### src/rtl/mips_ctrl_pkg.sv
// rtl/mips_ctrl_pkg.sv - shared types and encodings for the MIPS multicycle control FSM
package mips_ctrl_pkg;

    typedef enum logic [2:0] {
        S_FETCH, S_DECODE, S_EXEC, S_MEM, S_WB, S_JUMP, S_HALT
    } state_t;

    typedef enum logic [2:0] {
        CLS_R, CLS_IALU, CLS_LOAD, CLS_STORE, CLS_BR, CLS_JMP, CLS_ILL
    } op_class_t;

    localparam logic [5:0] OP_SPECIAL = 6'h00;
    localparam logic [5:0] OP_REGIMM  = 6'h01;
    localparam logic [5:0] OP_J       = 6'h02;
    localparam logic [5:0] OP_JAL     = 6'h03;
    localparam logic [5:0] FUNC_JR    = 6'h08;

    localparam logic [31:0] HALT_WORD = 32'hFFFF_FFFF;

    localparam logic [1:0] PC_SRC_SEQ  = 2'd0;
    localparam logic [1:0] PC_SRC_BR   = 2'd1;
    localparam logic [1:0] PC_SRC_JUMP = 2'd2;
    localparam logic [1:0] PC_SRC_JR   = 2'd3;

    localparam logic [1:0] REG_DST_RT   = 2'd0;
    localparam logic [1:0] REG_DST_RD   = 2'd1;
    localparam logic [1:0] REG_DST_LINK = 2'd2;

    localparam logic [1:0] WB_SRC_ALU = 2'd0;
    localparam logic [1:0] WB_SRC_MEM = 2'd1;
    localparam logic [1:0] WB_SRC_PC  = 2'd2;

endpackage

### src/rtl/mips_op_decode.sv
// rtl/mips_op_decode.sv - combinational classification of the latched instruction register
module mips_op_decode
    import mips_ctrl_pkg::*;
(
    input  logic [31:0] ir,
    output op_class_t   op_class,
    output logic        is_jal,
    output logic        is_jr,
    output logic        is_halt
);

    logic [5:0] op;
    logic [5:0] func;

    assign op   = ir[31:26];
    assign func = ir[5:0];

    always_comb begin
        op_class = CLS_ILL;
        if (op == OP_SPECIAL)
            op_class = (func == FUNC_JR) ? CLS_JMP : CLS_R;
        else if (op == OP_J || op == OP_JAL)
            op_class = CLS_JMP;
        else if (op == OP_REGIMM || (op >= 6'h04 && op <= 6'h07))
            op_class = CLS_BR;
        else if (op >= 6'h08 && op <= 6'h0F)
            op_class = CLS_IALU;
        else if (op >= 6'h20 && op <= 6'h26)
            op_class = CLS_LOAD;
        else if (op inside {6'h28, 6'h29, 6'h2A, 6'h2B, 6'h2E})
            op_class = CLS_STORE;
    end

    assign is_jal  = (op == OP_JAL);
    assign is_jr   = (op == OP_SPECIAL) && (func == FUNC_JR);
    assign is_halt = (ir == HALT_WORD);

endmodule

### src/rtl/mips_multicycle_ctrl.sv
// rtl/mips_multicycle_ctrl.sv - multicycle control FSM sequencing the MIPS datapath with memory handshakes
module mips_multicycle_ctrl
    import mips_ctrl_pkg::*;
#(
    parameter int MAX_WAIT = 16,
    parameter int CNT_W    = 32
) (
    input  logic             clock,
    input  logic             reset,
    input  logic [31:0]      instr,
    input  logic             imem_ready,
    input  logic             dmem_ready,
    input  logic             branch_taken,
    output logic             imem_req,
    output logic             dmem_req,
    output logic             dmem_we,
    output logic             ir_we,
    output logic             pc_we,
    output logic [1:0]       pc_src,
    output logic             reg_we,
    output logic [1:0]       reg_dst,
    output logic [1:0]       wb_src,
    output logic             alu_src_b,
    output logic             halted,
    output logic             err,
    output logic             illegal,
    output logic [CNT_W-1:0] retired
);

    localparam int WAIT_W = $clog2(MAX_WAIT + 1);

    state_t            state;
    state_t            state_nxt;
    logic [31:0]       ir;
    logic [WAIT_W-1:0] wait_cnt;
    logic [CNT_W-1:0]  retired_q;
    logic              err_q;
    logic              retire;

    op_class_t op_class;
    logic      is_jal;
    logic      is_jr;
    logic      is_halt;

    mips_op_decode u_decode (
        .ir       (ir),
        .op_class (op_class),
        .is_jal   (is_jal),
        .is_jr    (is_jr),
        .is_halt  (is_halt)
    );

    logic mem_state;
    logic waiting;
    logic timeout;

    assign mem_state = (state == S_FETCH) || (state == S_MEM);
    assign waiting   = (state == S_FETCH && !imem_ready) || (state == S_MEM && !dmem_ready);
    assign timeout   = mem_state && (wait_cnt == WAIT_W'(MAX_WAIT));

    always_ff @(posedge clock) begin
        if (reset) begin
            state     <= S_FETCH;
            ir        <= '0;
            wait_cnt  <= '0;
            retired_q <= '0;
            err_q     <= 1'b0;
        end else begin
            state    <= state_nxt;
            wait_cnt <= (waiting && !timeout) ? wait_cnt + 1'b1 : '0;
            if (ir_we)
                ir <= instr;
            if (timeout)
                err_q <= 1'b1;
            if (retire)
                retired_q <= retired_q + 1'b1;
        end
    end

    always_comb begin
        state_nxt = state;
        unique case (state)
            S_FETCH:  if (timeout) state_nxt = S_HALT;
                      else if (imem_ready) state_nxt = S_DECODE;
            S_DECODE: if (is_halt) state_nxt = S_HALT;
                      else if (op_class == CLS_JMP) state_nxt = S_JUMP;
                      else if (op_class == CLS_ILL) state_nxt = S_FETCH;
                      else state_nxt = S_EXEC;
            S_EXEC:   if (op_class == CLS_R || op_class == CLS_IALU) state_nxt = S_WB;
                      else if (op_class == CLS_LOAD || op_class == CLS_STORE) state_nxt = S_MEM;
                      else state_nxt = S_FETCH;
            S_MEM:    if (timeout) state_nxt = S_HALT;
                      else if (dmem_ready) state_nxt = (op_class == CLS_LOAD) ? S_WB : S_FETCH;
            S_WB:     state_nxt = S_FETCH;
            S_JUMP:   state_nxt = S_FETCH;
            S_HALT:   state_nxt = S_HALT;
            default:  state_nxt = S_FETCH;
        endcase
    end

    // Timeout cycles issue no strobes; the err/HALT transition happens on the next edge.
    always_comb begin
        imem_req  = 1'b0;
        dmem_req  = 1'b0;
        dmem_we   = 1'b0;
        ir_we     = 1'b0;
        pc_we     = 1'b0;
        pc_src    = PC_SRC_SEQ;
        reg_we    = 1'b0;
        reg_dst   = REG_DST_RT;
        wb_src    = WB_SRC_ALU;
        alu_src_b = 1'b0;
        illegal   = 1'b0;
        retire    = 1'b0;
        if (!reset) begin
            unique case (state)
                S_FETCH: begin
                    if (!timeout) begin
                        imem_req = 1'b1;
                        ir_we    = imem_ready;
                        pc_we    = imem_ready;
                    end
                end
                S_DECODE: begin
                    if (op_class == CLS_ILL && !is_halt) begin
                        illegal = 1'b1;
                        retire  = 1'b1;
                    end
                end
                S_EXEC, S_MEM, S_WB: begin
                    alu_src_b = (op_class == CLS_IALU) || (op_class == CLS_LOAD) || (op_class == CLS_STORE);
                    reg_dst   = (op_class == CLS_R) ? REG_DST_RD : REG_DST_RT;
                    wb_src    = (op_class == CLS_LOAD) ? WB_SRC_MEM : WB_SRC_ALU;
                    if (state == S_EXEC && op_class == CLS_BR) begin
                        pc_we  = branch_taken;
                        pc_src = PC_SRC_BR;
                        retire = 1'b1;
                    end
                    if (state == S_MEM && !timeout) begin
                        dmem_req = 1'b1;
                        dmem_we  = (op_class == CLS_STORE);
                        retire   = (op_class == CLS_STORE) && dmem_ready;
                    end
                    if (state == S_WB) begin
                        reg_we = 1'b1;
                        retire = 1'b1;
                    end
                end
                S_JUMP: begin
                    pc_we  = 1'b1;
                    pc_src = is_jr ? PC_SRC_JR : PC_SRC_JUMP;
                    retire = 1'b1;
                    if (is_jal) begin
                        reg_we  = 1'b1;
                        reg_dst = REG_DST_LINK;
                        wb_src  = WB_SRC_PC;
                    end
                end
                default: ;
            endcase
        end
    end

    assign halted  = (state == S_HALT);
    assign err     = err_q;
    assign retired = retired_q;

endmodule

### config.mk
export PLATFORM = sky130hd
export DESIGN_NAME = mips_multicycle_ctrl
export DESIGN_NICKNAME = d
export VERILOG_FILES = /design/src/rtl/mips_ctrl_pkg.sv /design/src/rtl/mips_op_decode.sv /design/src/rtl/mips_multicycle_ctrl.sv
export SDC_FILE = /design/constraint.sdc
export NUM_CORES = 1
export LEC_CHECK = 0
export ABC_AREA = 1
export BUFFER_PORTS_ARGS = -buffer_cell sky130_fd_sc_hd__buf_2
export CAP_MARGIN = 5
export CORE_MARGIN = 2
export CORE_UTILIZATION = 55
export CTS_BUF_LIST = sky130_fd_sc_hd__clkbuf_16
export CTS_CLUSTER_SIZE = 14
export DETAILED_ROUTE_END_ITERATION = 16
export MAX_ROUTING_LAYER = met4
export PLACE_DENSITY = 0.81
export SLEW_MARGIN = 20
export SYNTH_ARGS = -nofsm -noshare
export SYNTH_HDL_FRONTEND = slang
export SYNTH_SLANG_ARGS = --single-unit
export TNS_END_PERCENT = 1
### constraint.sdc
create_clock -name clock -period 2.2 [get_ports clock]
set_clock_uncertainty 0.2 [all_clocks]
set_input_delay 0.11 -clock clock [delete_from_list [all_inputs] [get_ports clock]]
set_output_delay 0.11 -clock clock [all_outputs]
set_load 0.02 [all_outputs]
==> results of run 1 <==
==> worst paths after layout <==
path | slack, ns | start | to | cells after the start
max | 0.03 | ir[5] | alu_src_b | 8
min | 0.04 | dmem_ready | state[2] | 5
max reg2reg | 0.09 | ir[3] | retired[2] | 12
min reg2reg | 0.24 | wait_cnt[0] | wait_cnt[0] | 1
==> layout by cell type (no fill, tap or decap), types with 4 or more instances in the layout <==
cell	count
sky130_fd_sc_hd__nand2_1	186
sky130_fd_sc_hd__nor2_1	95
sky130_fd_sc_hd__buf_2	81
sky130_fd_sc_hd__dfxtp_1	64
sky130_fd_sc_hd__nand3_1	59
sky130_fd_sc_hd__inv_1	56
sky130_fd_sc_hd__dlygate4sd3_1	33
sky130_fd_sc_hd__a21oi_1	30
sky130_fd_sc_hd__buf_4	16
sky130_fd_sc_hd__nor3_1	13
sky130_fd_sc_hd__nor2_2	10
sky130_fd_sc_hd__o31ai_1	9
sky130_fd_sc_hd__clkbuf_16	9
sky130_fd_sc_hd__inv_2	8
sky130_fd_sc_hd__nand2_2	8
sky130_fd_sc_hd__nand4_1	7
sky130_fd_sc_hd__dfxtp_2	7
sky130_fd_sc_hd__nor2_4	5
sky130_fd_sc_hd__nand3_2	4
sky130_fd_sc_hd__buf_12	4
==> cell type report <==
cell class                 count  area (um2)
timing repair buffer         136         980
multi-input combinational    458        2190
sequential                    73        1480
clock inverter                 7         119
tap                           96         120
fill                         489        1510
inverter                      65         244
clock buffer                   9         225
==> synth_stat cells (all sizes together) <==
library cell	n
a21boi	1
a21oi	32
a31oi	1
and3	1
buf	15
clkbuf	6
clkinv	1
dfxtp	73
ha	3
inv	64
nand2	196
nand3	63
nand3b	3
nand4	8
nor2	111
nor3	16
nor3b	2
nor4	1
o21ai	3
o22ai	1
o31ai	9
or2	3
or3	1
xnor2	1
xor2	2
==> logic make-up after synthesis <==
kind of cell | Yosys count | share of synthesized area
simple gates | 405 | 0.451
flops | 73 | 0.371
fa+ha+maj | 3 | 0.00952
compound gates | 47 | 0.0685
buf+inv | 86 | 0.0939
xor+xnor | 3 | 0.00667
==> timing repair <==
item                                    in CTS  in global routing
hold endpoints to repair                    37                  0
gates cloned                                 1                  0
buffers inserted                             1                  4
hold buffers                                33                  0
endpoints found under the setup margin       9                 32
pin swaps                                    3                  3
gates resized for setup                     17                 22
==> layer usage <==
metal / wire, um / global-route usage
met1: 4760 / 0.372
met2: 5520 / 0.495
met3: 863 / 0.0588
met4: 297 / 0.110
met5: 0 / -
==> worst register-to-register path: stages, from the launching register on <==
cell                      delay [ns]
sky130_fd_sc_hd__dfxtp_1        0.37
sky130_fd_sc_hd__inv_1          0.07
sky130_fd_sc_hd__nor2_1         0.08
sky130_fd_sc_hd__nand2_1        0.06
sky130_fd_sc_hd__nor2_1         0.26
sky130_fd_sc_hd__nor2_4         0.10
sky130_fd_sc_hd__nor2_8         0.15
sky130_fd_sc_hd__nand4_4        0.11
sky130_fd_sc_hd__nand2_4        0.12
sky130_fd_sc_hd__buf_12         0.18
sky130_fd_sc_hd__inv_2          0.08
sky130_fd_sc_hd__o21ai_1        0.13
sky130_fd_sc_hd__nor2_1         0.06
==> stage by stage <==
step	cell area (um2)	hold WS, ns	worst slack [ns]	std cells
final	5360	0.0427	0.0294	844
after global routing	5360	0.118	-0.0744	844
after CTS	5270	0.0442	-0.00256	840
after detailed placement	4500	0.0999	0.0580	789
after global placement	4500	0.0994	0.189	789
after floorplan	3940	0.0131	0.107	617
==> state kept, by name, indices dropped and copies added, names as in the netlist <==
| register | count |
|---|---|
| err | 1 |
| state | 3 |
| retired | 32 |
| ir | 32 |
| wait_cnt | 5 |
==> power breakdown <==
group	switching (mW)	internal [mW]
Combinational	0.872	0.550
Sequential	0.170	1.51
Clock	0.575	1.11
Total	1.62	3.17
==> parameters.txt, run 1 <==
Parameter                              Value

Run status
  Outcome    finished clean

Global route
  Pin count of the biggest net entering global routing    49
  Total overflow reported by the global router    0
  First-pass GRT wire length    18300 um
  Number of antenna violations at the first check in global routing    0
  Number of global-route vias before repair    4109
  Overall Global Routing Usage    0.303

Floorplanning
  Core Footprint    6870 um2
  Height of the die    88.7 um
  Initial standard-cell utilization of the core    0.574
  Total Die Area    7860 um2
  Width of the die    88.7 um
  Core Rows    30
  Boundary Pins    85

Clock tree
  Num Clock Sinks    73
  CTS clock-pin slew for the worst setup and hold paths    0.07 ns
  Clock root cell    sky130_fd_sc_hd__clkbuf_16
  Number of CTS-inserted buffers    9
  Insertion delay to the later sink of the worst-skew pair    0.34 ns
  Number of buffers on the longest clock path    2
  Number of H-tree levels    3
  Clock tree from TritonCTS    done

Logic synthesis
  Number of unique standard cell types used by synthesis    40
  Post-synthesis cell area    3940 um2
  Biggest area contributors in the synthesized netlist    sky130_fd_sc_hd__dfxtp_1 37%, sky130_fd_sc_hd__nand2_1 18%, sky130_fd_sc_hd__nor2_1 9.9%, sky130_fd_sc_hd__nand3_1 7.9%, sky130_fd_sc_hd__inv_1 5.5%
  Count of state elements after synthesis    73
  Mean Syn Cell Area    6.39 um2
  Cell taking the most area after synthesis    sky130_fd_sc_hd__dfxtp_1
  Number of standard cells after synthesis    617
  Area share of the largest cell type after synthesis    0.371
  Sequential area share after synthesis    0.371
  Nets in the synthesized netlist    657
  Yosys Warn Count    0

Worst setup path
  Category of the most critical setup path    flop to primary output
  Maximum fanout along the worst path    5
  Critical Path Source Type    flop
  Data required, critical path    1.89 ns
  Dominant delay contributor by cell family on the critical path    simple AND/OR/NAND/NOR gates
  Worst path cell trace    nor2_1, nand2_1, nor2_1, nor2_4, nor2_8, or3_4, a21oi_1, buf_4
  Cell seen most often among critical-path stages    sky130_fd_sc_hd__nor2_1
  Crit path largest cell delay    0.37 ns
  Library cell contributing the largest single delay on the critical path    sky130_fd_sc_hd__dfxtp_1
  Crit path buf inv count    1
  Crit path capture type    primary output
  WP data arrival    1.86 ns

Route
  Post-detailed-route DRC marker count    0
  Detailed-route wire length per cell    13.6 um
  Ratio of routed vias to standard cells    5.36
  WL final    11400 um
  Count of vias placed by the detailed router    4528
  Number of nets with antenna violations after detailed routing    0
  DR pass1 iterations    5
  Iteration-0 DRC count of the detailed router    276

Pwr
  Leakage Power    2.49 nW
  PD cells    893 nW/um2
  Design Power    4.79 mW
  Max rail drop VDD    741 uV

Placement
  Detailed placer's ending HPWL    6940 um
  Number of buffer cells added on primary ports    84
  GP Congestion    0.921

Worst hold path
  Path type of the worst min-delay path    input pin to flop

Timing
  Final setup TNS    0 ns
  Hold Violations, Final    0
  Max-slew headroom at the worst pin    0.734
  Final Max Slew Viols    0
  Final Cycle Share    0.987
  Final setup fails    0
  Final period demand of the worst path    2.17 ns
  Setup repair after global routing missed its margin    true
  Fmax achieved    461 MHz
  Transition time at the pin with the least slew margin    0.395 ns

Final layout
  Share of final-layout standard cells stronger than drive strength 1    0.239
  Inserted Diodes    0
  Post-layout utilization of the core    0.780
  Synthesis-to-layout area growth    36.0%
  Number of nets in the layout    783

Flow run
  Number of max-cap violations    0
Power figures use the tool's default switching activity.
==> run 2, diff against run 1 <==
CORE_ASPECT_RATIO = 0.7   (was default)
==> run 2 against run 1 <==
- hold slack improved by 0.0039 ns
- via count increased by 1.6%
- non-clock buffer count increased by 4
- wire length increased by 4.8%
- final area increased by 0.51%
- die area increased by 0.14%
- global-route usage increased by 0.34 points
- core utilization increased by 0.62 points
==> parameters.txt, run 2 (synthesized netlist as in run 1, its figures left out) <==
Parameter                              Value

Final layout
  Most common cell after layout, fill and taps aside    sky130_fd_sc_hd__nand2_1
  Filler Cells Inserted    452
  Inserted Diodes    0
  Area used by multi-input combinational logic    2190 um2
  Share of final-layout standard cells stronger than drive strength 1    0.243
  Commonest cells after routing, fill and taps aside    185 x sky130_fd_sc_hd__nand2_1, 95 x sky130_fd_sc_hd__nor2_1, 80 x sky130_fd_sc_hd__buf_2
  Combined flip-flop and latch cell area    1480 um2
  Post-route design area    5390 um2
  Synthesis-to-layout area growth    36.7%
  Post-layout utilization of the core    0.786
  Number of nets in the layout    787

Floorplanning
  Total Die Area    7870 um2
  Core Rows    25
  Boundary Pins    85
  Initial standard-cell utilization of the core    0.576
  Height of the die    74.8 um
  Width of the die    105 um
  Core Footprint    6850 um2

Pwr
  PD cells    908 nW/um2
  Net switching share of the total power    0.345
  Internal Dissipation    3.20 mW
  Power share of the sequential group    0.344
  Max rail drop VDD    511 uV
  Leakage Power    2.52 nW
  Power share of the combinational group    0.301
  Design Power    4.89 mW
  Clock Power Share    0.355
  Power spent charging and discharging nets    1.69 mW

Worst setup path
  Crit path capture type    primary output
  Maximum fanout along the worst path    5
  Critical Path Source Type    flop
  Data required, critical path    1.89 ns
  WP data arrival    1.89 ns
  Category of the most critical setup path    flop to primary output

Placement
  Number of buffer cells added on primary ports    84
  GP Congestion    0.938
  Detailed placer's ending HPWL    7100 um
  Post-Place Cell Area    4500 um2

Route
  Post-detailed-route DRC marker count    0
  Count of vias placed by the detailed router    4599
  Ratio of routed vias to standard cells    5.44
  Number of nets with antenna violations after detailed routing    0
  Detailed-route wire length per cell    14.2 um
  Iteration-0 DRC count of the detailed router    454
  WL final    12000 um
  DR pass1 iterations    8

Clock tree
  Number of buffers on the longest clock path    2
  CTS clock-pin slew for the worst setup and hold paths    0.06 ns
  Num Clock Sinks    73
  Clock root cell    sky130_fd_sc_hd__clkbuf_16
  Number of H-tree levels    3
  Number of CTS-inserted buffers    9
  Insertion delay to the later sink of the worst-skew pair    0.34 ns
  Clock tree from TritonCTS    done

Timing
  Final setup fails    0
  Hold Violations, Final    0
  Fmax achieved    455 MHz
  Final Cycle Share    0.999
  Final setup TNS    0 ns
  Transition time at the pin with the least slew margin    0.494 ns
  Final period demand of the worst path    2.20 ns
  Max-slew headroom at the worst pin    0.668
  Final Max Slew Viols    0
  Setup repair after global routing missed its margin    true
  Hold WS    0.0466 ns

Flow run
  Number of max-cap violations    0

Global route
  Pin count of the biggest net entering global routing    40
  First-pass GRT wire length    18600 um
  Overall Global Routing Usage    0.306
  Number of antenna violations at the first check in global routing    0
  Total overflow reported by the global router    0
  Number of global-route vias before repair    3981

Worst hold path
  Path type of the worst min-delay path    input pin to flop

Run status
  Outcome    finished clean
[run 2: changes by cell type in the layout (fill, tap and decap cells not counted), sizes merged]
cell / previous run / this run
buf: 102 / 106
clkinv: 3 / 2
clkinvlp: 2 / 1
inv: 64 / 66
[run 2: worst paths after layout]
check	startpoint	end	slack [ns]	cells past startpoint
worst max-delay path	ir[26]	reg_dst[0]	0.002	9
worst min-delay path	dmem_ready	state[2]	0.05	5
worst max register to register	ir[30]	retired[2]	0.14	12
worst min register to register	wait_cnt[0]	wait_cnt[0]	0.24	1
[run 2: layout make-up]
cell class	instances	share of cell area
clock buffer	9	0.0418
clock inverter	7	0.0232
inverter	65	0.0460
multi-input combinational	458	0.406
sequential	73	0.275
tap	94	0.0218
timing repair buffer	140	0.186
[run 2: power by group through the flow]
stage	clock network [mW]	registers [mW]	logic [mW]
6_report	1.74	1.69	1.47
2_1_floorplan	0	1.64	0.947
4_1_cts	1.75	1.65	1.36
3_5_place_dp	0	1.67	1.19
3_3_place_gp	0	1.66	1.16
5_1_grt	1.80	1.70	1.59
[run 2: per-stage QoR]
| step | cells | setup slack, ns |
|---|---|---|
| detailed placement | 788 | 0.0394 |
| global placement | 788 | 0.0945 |
| floorplan | 617 | 0.107 |
| global route | 846 | -0.0714 |
| CTS | 843 | 0.00451 |
| finish | 846 | 0.00219 |
[run 2: repair_timing]
action / in CTS / in global routing
buffers inserted: 5 / 3
hold endpoints to repair: 35 / 0
pin swaps: 6 / 6
setup endpoints to repair: 5 / 63
hold buffers: 33 / 0
gates resized for setup: 14 / 26
cloned: 1 / 0
[run 2: worst max-delay path: stages, from the launching register on]
cell and delay, ns:
sky130_fd_sc_hd__dfxtp_2 0.35, sky130_fd_sc_hd__inv_1 0.10, sky130_fd_sc_hd__nand2_1 0.10, sky130_fd_sc_hd__nand2_1 0.09
sky130_fd_sc_hd__nand2_2 0.08, sky130_fd_sc_hd__nand2_4 0.10, sky130_fd_sc_hd__nor2_8 0.05, sky130_fd_sc_hd__or3_4 0.36
sky130_fd_sc_hd__nor3b_2 0.16, sky130_fd_sc_hd__buf_4 0.16
[run 2: layer usage]
metal,share of wire,global-route usage,vias up,routed length (um)
met5,0,-,-,0
li1,-,-,2212,-
met1,0.42,0.385,2039,5010
met2,0.45,0.490,293,5410
met3,0.095,0.0684,55,1130
met4,0.036,0.117,0,429
